--- src/rtl/phys_reg_tracker_pkg.sv ---
// Shared sizes, types and helpers for the physical-register tracker.
// Holds the checkpoint entry layout and the reset images of the free and ready tables.
package phys_reg_tracker_pkg;

    localparam int NUM_PREGS = 64;
    localparam int NUM_AREGS = 32;
    localparam int WIDTH     = 3;
    localparam int NUM_CKPT  = 4;

    localparam int PREG_W = $clog2(NUM_PREGS);
    localparam int CKPT_W = $clog2(NUM_CKPT);
    localparam int CNT_W  = $clog2(WIDTH + 1);
    localparam int FCNT_W = $clog2(NUM_PREGS) + 1;

    typedef logic [PREG_W-1:0] preg_idx_t;
    typedef logic [CKPT_W-1:0] ckpt_tag_t;

    typedef struct packed {
        logic                 valid;
        logic [NUM_CKPT-1:0]  younger_mask;
        logic [NUM_PREGS-1:0] free_snapshot;
    } ckpt_entry_t;

    // Architectural pregs 0..NUM_AREGS-1 hold the reset map: ready, not free.
    localparam logic [NUM_PREGS-1:0] READY_RESET =
        {{(NUM_PREGS - NUM_AREGS){1'b0}}, {NUM_AREGS{1'b1}}};
    localparam logic [NUM_PREGS-1:0] FREE_RESET = ~READY_RESET;

    function automatic logic [FCNT_W-1:0] count_ones(input logic [NUM_PREGS-1:0] v);
        logic [FCNT_W-1:0] ones;
        ones = '0;
        for (int i = 0; i < NUM_PREGS; i++) begin
            ones = ones + FCNT_W'(v[i]);
        end
        return ones;
    endfunction

endpackage

--- src/rtl/phys_reg_tracker_prio_pick_n.sv ---
// Priority picker: returns the indices of the WIDTH lowest set bits of vec, lane 0 lowest,
// plus how many were found (saturating at WIDTH).
module prio_pick_n #(
    parameter  int N     = 64,
    parameter  int WIDTH = 3,
    localparam int IDX_W = $clog2(N),
    localparam int CNT_W = $clog2(WIDTH + 1)
) (
    input  logic [N-1:0]                 vec,
    output logic [WIDTH-1:0][IDX_W-1:0]  idx,
    output logic [CNT_W-1:0]             count
);

    logic [N-1:0] rem;
    logic         found;

    always_comb begin
        rem   = vec;
        idx   = '0;
        count = '0;
        found = 1'b0;
        for (int lane = 0; lane < WIDTH; lane++) begin
            found = 1'b0;
            // Scan downward so the last hit recorded is the lowest set bit.
            for (int b = N - 1; b >= 0; b--) begin
                if (rem[b]) begin
                    idx[lane] = IDX_W'(b);
                    found     = 1'b1;
                end
            end
            if (found) begin
                rem[idx[lane]] = 1'b0;
                count          = count + CNT_W'(1);
            end
        end
    end

endmodule

--- src/rtl/phys_reg_tracker.sv ---
// R10K-style physical register bookkeeping: free list, ready table and internally
// patched branch checkpoints, so a mispredict restore is always exact.
module phys_reg_tracker
    import phys_reg_tracker_pkg::*;
(
    input  logic                      clock,
    input  logic                      reset,
    input  logic [CNT_W-1:0]          alloc_req_cnt,
    output logic [CNT_W-1:0]          alloc_grant_cnt,
    output logic [WIDTH*PREG_W-1:0]   alloc_preg,
    output logic [FCNT_W-1:0]         free_cnt,
    input  logic [WIDTH-1:0]          complete_valid,
    input  logic [WIDTH*PREG_W-1:0]   complete_preg,
    input  logic [CNT_W-1:0]          retire_cnt,
    input  logic [WIDTH*PREG_W-1:0]   retire_preg,
    input  logic                      ckpt_take,
    output ckpt_tag_t                 ckpt_tag,
    output logic                      ckpt_full,
    input  logic                      br_valid,
    input  ckpt_tag_t                 br_tag,
    input  logic                      br_mispredict,
    output logic [NUM_PREGS-1:0]      ready_list,
    output logic [NUM_PREGS-1:0]      next_ready_list
);

    logic [NUM_PREGS-1:0] free_reg, free_next, free_after;
    logic [NUM_PREGS-1:0] ready_reg, ready_next;
    logic [FCNT_W-1:0]    free_cnt_reg;
    logic                 ckpt_full_reg;
    ckpt_entry_t          ckpt_reg  [NUM_CKPT];
    ckpt_entry_t          ckpt_next [NUM_CKPT];
    logic [NUM_CKPT-1:0]  valid_vec, valid_next, kill_mask, br_onehot;

    logic [WIDTH-1:0][PREG_W-1:0] pick_idx;
    logic [CNT_W-1:0]             pick_cnt;
    logic [0:0][CKPT_W-1:0]       slot_idx;
    logic [0:0]                   slot_cnt;

    logic [NUM_PREGS-1:0] alloc_onehot    [WIDTH];
    logic [NUM_PREGS-1:0] retire_onehot   [WIDTH];
    logic [NUM_PREGS-1:0] complete_onehot [WIDTH];
    logic [NUM_PREGS-1:0] alloc_mask, retire_mask, complete_mask;

    logic mispredict, resolve_ok, take_ok;

    prio_pick_n #(.N(NUM_PREGS), .WIDTH(WIDTH)) u_alloc_pick (
        .vec   (free_reg),
        .idx   (pick_idx),
        .count (pick_cnt)
    );

    prio_pick_n #(.N(NUM_CKPT), .WIDTH(1)) u_slot_pick (
        .vec   (~valid_vec),
        .idx   (slot_idx),
        .count (slot_cnt)
    );

    assign br_onehot  = NUM_CKPT'(1) << br_tag;
    assign mispredict = br_valid & br_mispredict & ckpt_reg[br_tag].valid;
    assign resolve_ok = br_valid & ~br_mispredict & ckpt_reg[br_tag].valid;
    assign take_ok    = ckpt_take & ~ckpt_full_reg & ~mispredict & slot_cnt[0];
    assign ckpt_tag   = slot_idx[0];

    // A restore overrides anything dispatch would have renamed this cycle.
    assign alloc_grant_cnt = mispredict ? '0 :
                             (alloc_req_cnt < pick_cnt) ? alloc_req_cnt : pick_cnt;

    generate
        for (genvar gi = 0; gi < WIDTH; gi++) begin : g_lane
            assign alloc_preg[gi*PREG_W +: PREG_W] = pick_idx[gi];
            assign alloc_onehot[gi] = (CNT_W'(gi) < alloc_grant_cnt) ?
                                      (NUM_PREGS'(1) << pick_idx[gi]) : '0;
            // preg 0 is permanently mapped and must never reach the free list.
            assign retire_onehot[gi] =
                ((CNT_W'(gi) < retire_cnt) && (retire_preg[gi*PREG_W +: PREG_W] != '0)) ?
                (NUM_PREGS'(1) << retire_preg[gi*PREG_W +: PREG_W]) : '0;
            assign complete_onehot[gi] = complete_valid[gi] ?
                (NUM_PREGS'(1) << complete_preg[gi*PREG_W +: PREG_W]) : '0;
        end
        for (genvar gi = 0; gi < NUM_CKPT; gi++) begin : g_valid
            assign valid_vec[gi] = ckpt_reg[gi].valid;
        end
    endgenerate

    always_comb begin
        alloc_mask    = '0;
        retire_mask   = '0;
        complete_mask = '0;
        for (int i = 0; i < WIDTH; i++) begin
            alloc_mask    = alloc_mask    | alloc_onehot[i];
            retire_mask   = retire_mask   | retire_onehot[i];
            complete_mask = complete_mask | complete_onehot[i];
        end
    end

    assign free_after = (free_reg & ~alloc_mask) | retire_mask;
    assign free_next  = mispredict ? (ckpt_reg[br_tag].free_snapshot | retire_mask) : free_after;
    assign ready_next = (ready_reg & ~alloc_mask) | complete_mask;

    always_comb begin
        kill_mask = '0;
        if (mispredict) begin
            kill_mask = ckpt_reg[br_tag].younger_mask | br_onehot;
        end else if (resolve_ok) begin
            kill_mask = br_onehot;
        end
    end

    // Retire frees are folded into every live snapshot so restores never resurrect stale maps.
    always_comb begin
        valid_next = '0;
        for (int s = 0; s < NUM_CKPT; s++) begin
            ckpt_next[s].valid         = ckpt_reg[s].valid & ~kill_mask[s];
            ckpt_next[s].younger_mask  = ckpt_reg[s].younger_mask & ~kill_mask;
            ckpt_next[s].free_snapshot = ckpt_reg[s].free_snapshot | retire_mask;
            if (take_ok) begin
                if (CKPT_W'(s) == ckpt_tag) begin
                    ckpt_next[s].valid         = 1'b1;
                    ckpt_next[s].younger_mask  = '0;
                    ckpt_next[s].free_snapshot = free_after;
                end else if (ckpt_next[s].valid) begin
                    ckpt_next[s].younger_mask[ckpt_tag] = 1'b1;
                end
            end
            valid_next[s] = ckpt_next[s].valid;
        end
    end

    always_ff @(posedge clock or negedge reset) begin
        if (!reset) begin
            free_reg      <= FREE_RESET;
            ready_reg     <= READY_RESET;
            free_cnt_reg  <= FCNT_W'(NUM_PREGS - NUM_AREGS);
            ckpt_full_reg <= 1'b0;
            for (int s = 0; s < NUM_CKPT; s++) begin
                ckpt_reg[s] <= '0;
            end
        end else begin
            free_reg      <= free_next;
            ready_reg     <= ready_next;
            free_cnt_reg  <= count_ones(free_next);
            ckpt_full_reg <= &valid_next;
            for (int s = 0; s < NUM_CKPT; s++) begin
                ckpt_reg[s] <= ckpt_next[s];
            end
        end
    end

    assign free_cnt        = free_cnt_reg;
    assign ckpt_full       = ckpt_full_reg;
    assign ready_list      = ready_reg;
    assign next_ready_list = ready_reg | complete_mask;

    // Releasing a preg that is already free points at a rename/retire bookkeeping bug upstream.
    a_retire_not_free: assert property (@(posedge clock) disable iff (!reset)
        (retire_mask & free_reg) == '0);

endmodule

--- config.mk ---
export PLATFORM = sky130hd
export DESIGN_NAME = phys_reg_tracker
export DESIGN_NICKNAME = d
export VERILOG_FILES = /design/src/rtl/phys_reg_tracker_pkg.sv /design/src/rtl/phys_reg_tracker_prio_pick_n.sv /design/src/rtl/phys_reg_tracker.sv
export SDC_FILE = /design/constraint.sdc
export NUM_CORES = 2
export LEC_CHECK = 0
export BUFFER_PORTS_ARGS = -buffer_cell sky130_fd_sc_hd__buf_2
export CELL_PAD_IN_SITES_DETAIL_PLACEMENT = 2
export CELL_PAD_IN_SITES_GLOBAL_PLACEMENT = 2
export CORE_MARGIN = 2
export CORE_UTILIZATION = 35
export DETAILED_ROUTE_END_ITERATION = 7
export MAX_ROUTING_LAYER = met4
export PLACE_DENSITY = 0.8
export SYNTH_ARGS = -nofsm -noshare
export SYNTH_HDL_FRONTEND = slang
export SYNTH_HIERARCHICAL = 1
export SYNTH_SLANG_ARGS = --single-unit
--- constraint.sdc ---
create_clock -name clock -period 12.04 [get_ports clock]
set_clock_uncertainty 0.15 [all_clocks]
set_input_delay 1.204 -clock clock [delete_from_list [all_inputs] [get_ports clock]]
set_output_delay 1.204 -clock clock [all_outputs]
set_load 0.1 [all_outputs]
==> results of run 1 <==
through the flow:
step	TNS [ns]	utilization, %
CTS	-6.98	50.1
detailed placement	-12.67	45.4
global placement	-8.32	45.4
floorplan	-2.07	-
cell families after synthesis:
logic type | share of synthesized area (%)
flops | 33.0
buf+inv | 4.95
mux | 4.98
compound gates | 29.4
fa+ha+maj | 4.26
simple gates | 23.3
xor+xnor | 0.140
repair_timing:
action | 4_1_cts
pin swaps | 128
resized for setup | 307
buffers inserted | 103
cloned | 5
setup endpoints to repair | 7
routing by layer:
| layer | GRT overflow | track usage (%) |
|---|---|---|
| met3 | 0 | 52.1 |
| met4 | 7 | 71.5 |
| met5 | - | - |
| met2 | 6 | 87.9 |
| met1 | 0 | 70.5 |
==> flow_summary.ini, run 1 <==
[cts]
cts_sinks = 408
ctsHoldBuffers = 0
numCtsBuffers = 50
clockBufferDepth = 3
clockRootBuffer = clkbuf_16
htreeDepth = 2

[die]
die_w_um = 303
start_util_pct = 35.3
die_y_um = 303
fp-row-count = 109
num_io_pins = 208

[grt]
grt_max_degree = 159
grt.overflow.total = 13
globalRouteTotalUtil_pct = 71.6

[synth]
yosysTopAreaCellShare_pct = 27.5
synth_nets = 3576
synth_area_leader_cell = dfrtp_1
yosysSeqAreaShare_pct = 33.0
syn_area_sq_um = 31200
synth_edf_count = 0
synthArstFlopShare_pct = 100
syn-instance-count = 3453
ys_ff_latch = 408
ys_top_cells_by_area = dfrtp_1 (27%), dfstp_2 (5.5%), a311o_1 (4.9%)
synth_flop_cell = dfrtp_1
ys_top_cells_by_count = nand2_1 (372), dfrtp_1 (343), nor2_1 (180), clkbuf_1 (170), and2_1 (161)
syn_avg_cell_area_sq_um = 9.04
yosysUniqueCellTypes = 119
yosysMostFrequentCell = nand2_1
yosysWarnings = 6

[run_status]
tool.error = [ERROR GRT-0232] Routing congestion too high. Check the congestion heatmap in the GUI.
lastStage = global routing (5_1_grt)
outcome = did not finish

[placed_design]
dp.cells = 5483
pre_cts_ws_ns = -2.08
place_congestion = 1.04
io_buffer_count = 207
place_area_sq_um = 40200
hpwl_um = 156000

[sta]
worst_endpoint = free_cnt[5]$_DFF_PN1_/D
worst-ep-kind = sequential cell input
==> inputs of run 2 (changes only) <==
CELL_PAD_IN_SITES_DETAIL_PLACEMENT = default   (was 2)
CELL_PAD_IN_SITES_GLOBAL_PLACEMENT = default   (was 2)
CORE_UTILIZATION = 30   (was 35)
MAX_ROUTING_LAYER = default   (was met4)
PLACE_DENSITY = default   (was 0.8)
PLACE_DENSITY_LB_ADDON = 0.15   (was default)
clock period = 15.65 ns   (was 12.04 ns; I/O delays follow)
==> run 2 against run 1 <==
  * The flow now finishes without violations
  * Synthesized cell count stayed put
  * Area after synthesis did not move
==> flow_summary.ini, run 2 <==
[run_status]
outcome = finished, final reports clean

[cells_and_area]
final_common_cell = nand2_1
post-route-util_pct = 36.2
layout.nets = 3921
fin_area_sq_um = 37400
areaGrowthSynthToFinish_pct = 19.8
largest_register_ffs = 272
mostFrequentLayoutCells = nand2_1 (372), dfrtp_1 (343), buf_4 (315)
drive_gt1_share_pct = 24.4

[worst_hold_path]
hold_path.class = register to register

[synth]
yosysUniqueCellTypes = 119
yosys.area_share.xor_xnor_pct = 0.140
synth_nets = 3576
yosysSeqAreaShare_pct = 33.0
synth-compound-area-share_pct = 29.4
synthMuxAreaShare_pct = 4.98
syn-instance-count = 3453
yosysWarnings = 6
synth_area_leader_cell = dfrtp_1
syn_area_sq_um = 31200
ys_top_cells_by_count = nand2_1 (372), dfrtp_1 (343), nor2_1 (180), clkbuf_1 (170), and2_1 (161)
synthArstFlopShare_pct = 100
yosysMostFrequentCell = nand2_1
synth_adder_area_share_pct = 4.26
syn_avg_cell_area_sq_um = 9.04
synth_top_family_by_area = compound AO/OA/AOI/OAI gates
ys_top_cells_by_area = dfrtp_1 (27%), dfstp_2 (5.5%), a311o_1 (4.9%)
ys_ff_latch = 408
synth_edf_count = 0
synth_flop_cell = dfrtp_1
synth_simple_gate_area_share_pct = 23.3
yosysTopAreaCellShare_pct = 27.5

[worst_setup_path]
cp-end-kind = register
worst_ep_required_time_ns = 16.03
slowest_stage = dfstp_2
path_max_fanout = 18
path_class = register to register
reg2reg_to = free_cnt[6]
arrival_ns = 15.29
rr_startpoint = free_reg[55]
cp-startpoint = free_reg[55]
crit_path_end = free_cnt[6]
cpMostUsedCell = fa_1
r2r_cells = 44
crit_path_start_kind = register
regToRegSetupSlack_ns = 0.74
cp_slowest_stage_delay_ns = 0.77

[sta]
slew_violations = 0
setup_viol = 0
min_period_ns = 14.91
finalHoldViolCount = 0
worst_pin_slew_ns = 1.33
period_share_pct = 95.3
rsz0062_at_grt = no
max_freq_mhz = 67.1
relSlewSlack_pct = 10.2
tns_ns = 0
fin_ws_ns = 0.738

[die]
die_w_um = 327
die-area_sq_um = 107000
fp-row-count = 118
die_y_um = 327
start_util_pct = 30.2
num_io_pins = 208
coreArea_sq_um = 103000

[grt]
grt.overflow.total = 0
grt_pass1_vias = 31300
grt_first_pass_wirelength_um = 232000
antenna_found_initial = 8
grt_max_degree = 118
globalRouteTotalUtil_pct = 29.6

[cts]
clockBufferDepth = 3
clockRootBuffer = clkbuf_16
numCtsBuffers = 52
ctsHoldBuffers = 0
postCtsSetupBuffers = 0
insertion_delay_ns = 0.63
cts_tree = yes
htreeDepth = 2
clk_pin_slew_ns = 0.06
cts_sinks = 408

[detailed_routing]
vias = 32900
viasPerCell = 6.30
dr.pass1.iters = 7
drtIter0Drc = 4764
drc = 0
ant_nets = 0
wl_um = 164000
wl_per_cell_um = 31.3

[placed_design]
pre_cts_ws_ns = 0.792
hpwl_um = 126000
io_buffer_count = 207
place_congestion = 1.02
place_area_sq_um = 35600

[flow_run]
drv_cap = 0
## run 2: worst min path at each step
stage,from,end,cells after the start
6_report,ckpt_reg[45],ckpt_reg[45],2
5_1_grt,ckpt_reg[116],ckpt_reg[116],2
4_1_cts,ckpt_reg[45],ckpt_reg[45],2
3_5_place_dp,ckpt_reg[45],ckpt_reg[45],2
3_3_place_gp,ckpt_reg[124],ckpt_reg[124],2
2_1_floorplan,ckpt_reg[114],ckpt_reg[114],2
## run 2: stage by stage
step | std cells | hold slack (ns)
4_1_cts | 5222 | 0.349
3_3_place_gp | 5124 | 0.322
6_report | 5226 | 0.342
3_5_place_dp | 5124 | 0.335
5_1_grt | 5222 | 0.371
2_1_floorplan | 3453 | 0.308
## run 2: logic make-up after synthesis
kind of cell / count (synthesis)
DFF: 408
muxes: 74
adders and majority gates: 74
AOI/OAI and AO/OA: 1176
xor gates and xnor gates: 5
buffers and inverters: 380
and+or+nand+nor: 1336
## run 2: layout make-up
class | count | area [sq um]
fill | 10800 | 65900
multi-input combinational | 2665 | 19500
sequential | 408 | 10300
timing repair buffer | 527 | 3530
tap | 1380 | 1730
clock buffer | 79 | 1570
inverter | 144 | 543
clock inverter | 19 | 262
antenna | 4 | 10.0
## run 2: worst max-delay path: cells and delay by family (launching register included)
kind | cells | cell delay, ns
AND/OR/NAND/NOR | 6 | 2.01
multiplexers | 2 | 0.63
adder cells (fa/ha/maj) | 11 | 4.93
flip-flops | 1 | 0.77
buffers and inverters | 9 | 1.27
AO/OA/AOI/OAI | 16 | 5.03
## run 2: timing repair
action | in CTS | in global routing
gates resized for setup | 0 | 1
hold endpoints to repair | 0 | 0
setup endpoints to repair | 0 | 1
## run 2: per-layer routing
layer	share of wire (%)	track usage, %	up-vias	wire (um)
met1	43	41.7	16800	70600
met4	4.6	11.9	6	7560
met3	8.3	4.53	322	13500
met2	44	45.2	1761	71900
li1	-	-	14100	-
met5	0.023	0	-	37
Power of run 2 is left out: the tool's default activity adds up to more than one toggle a clock period on the data nets, which glitch-free logic cannot reach.
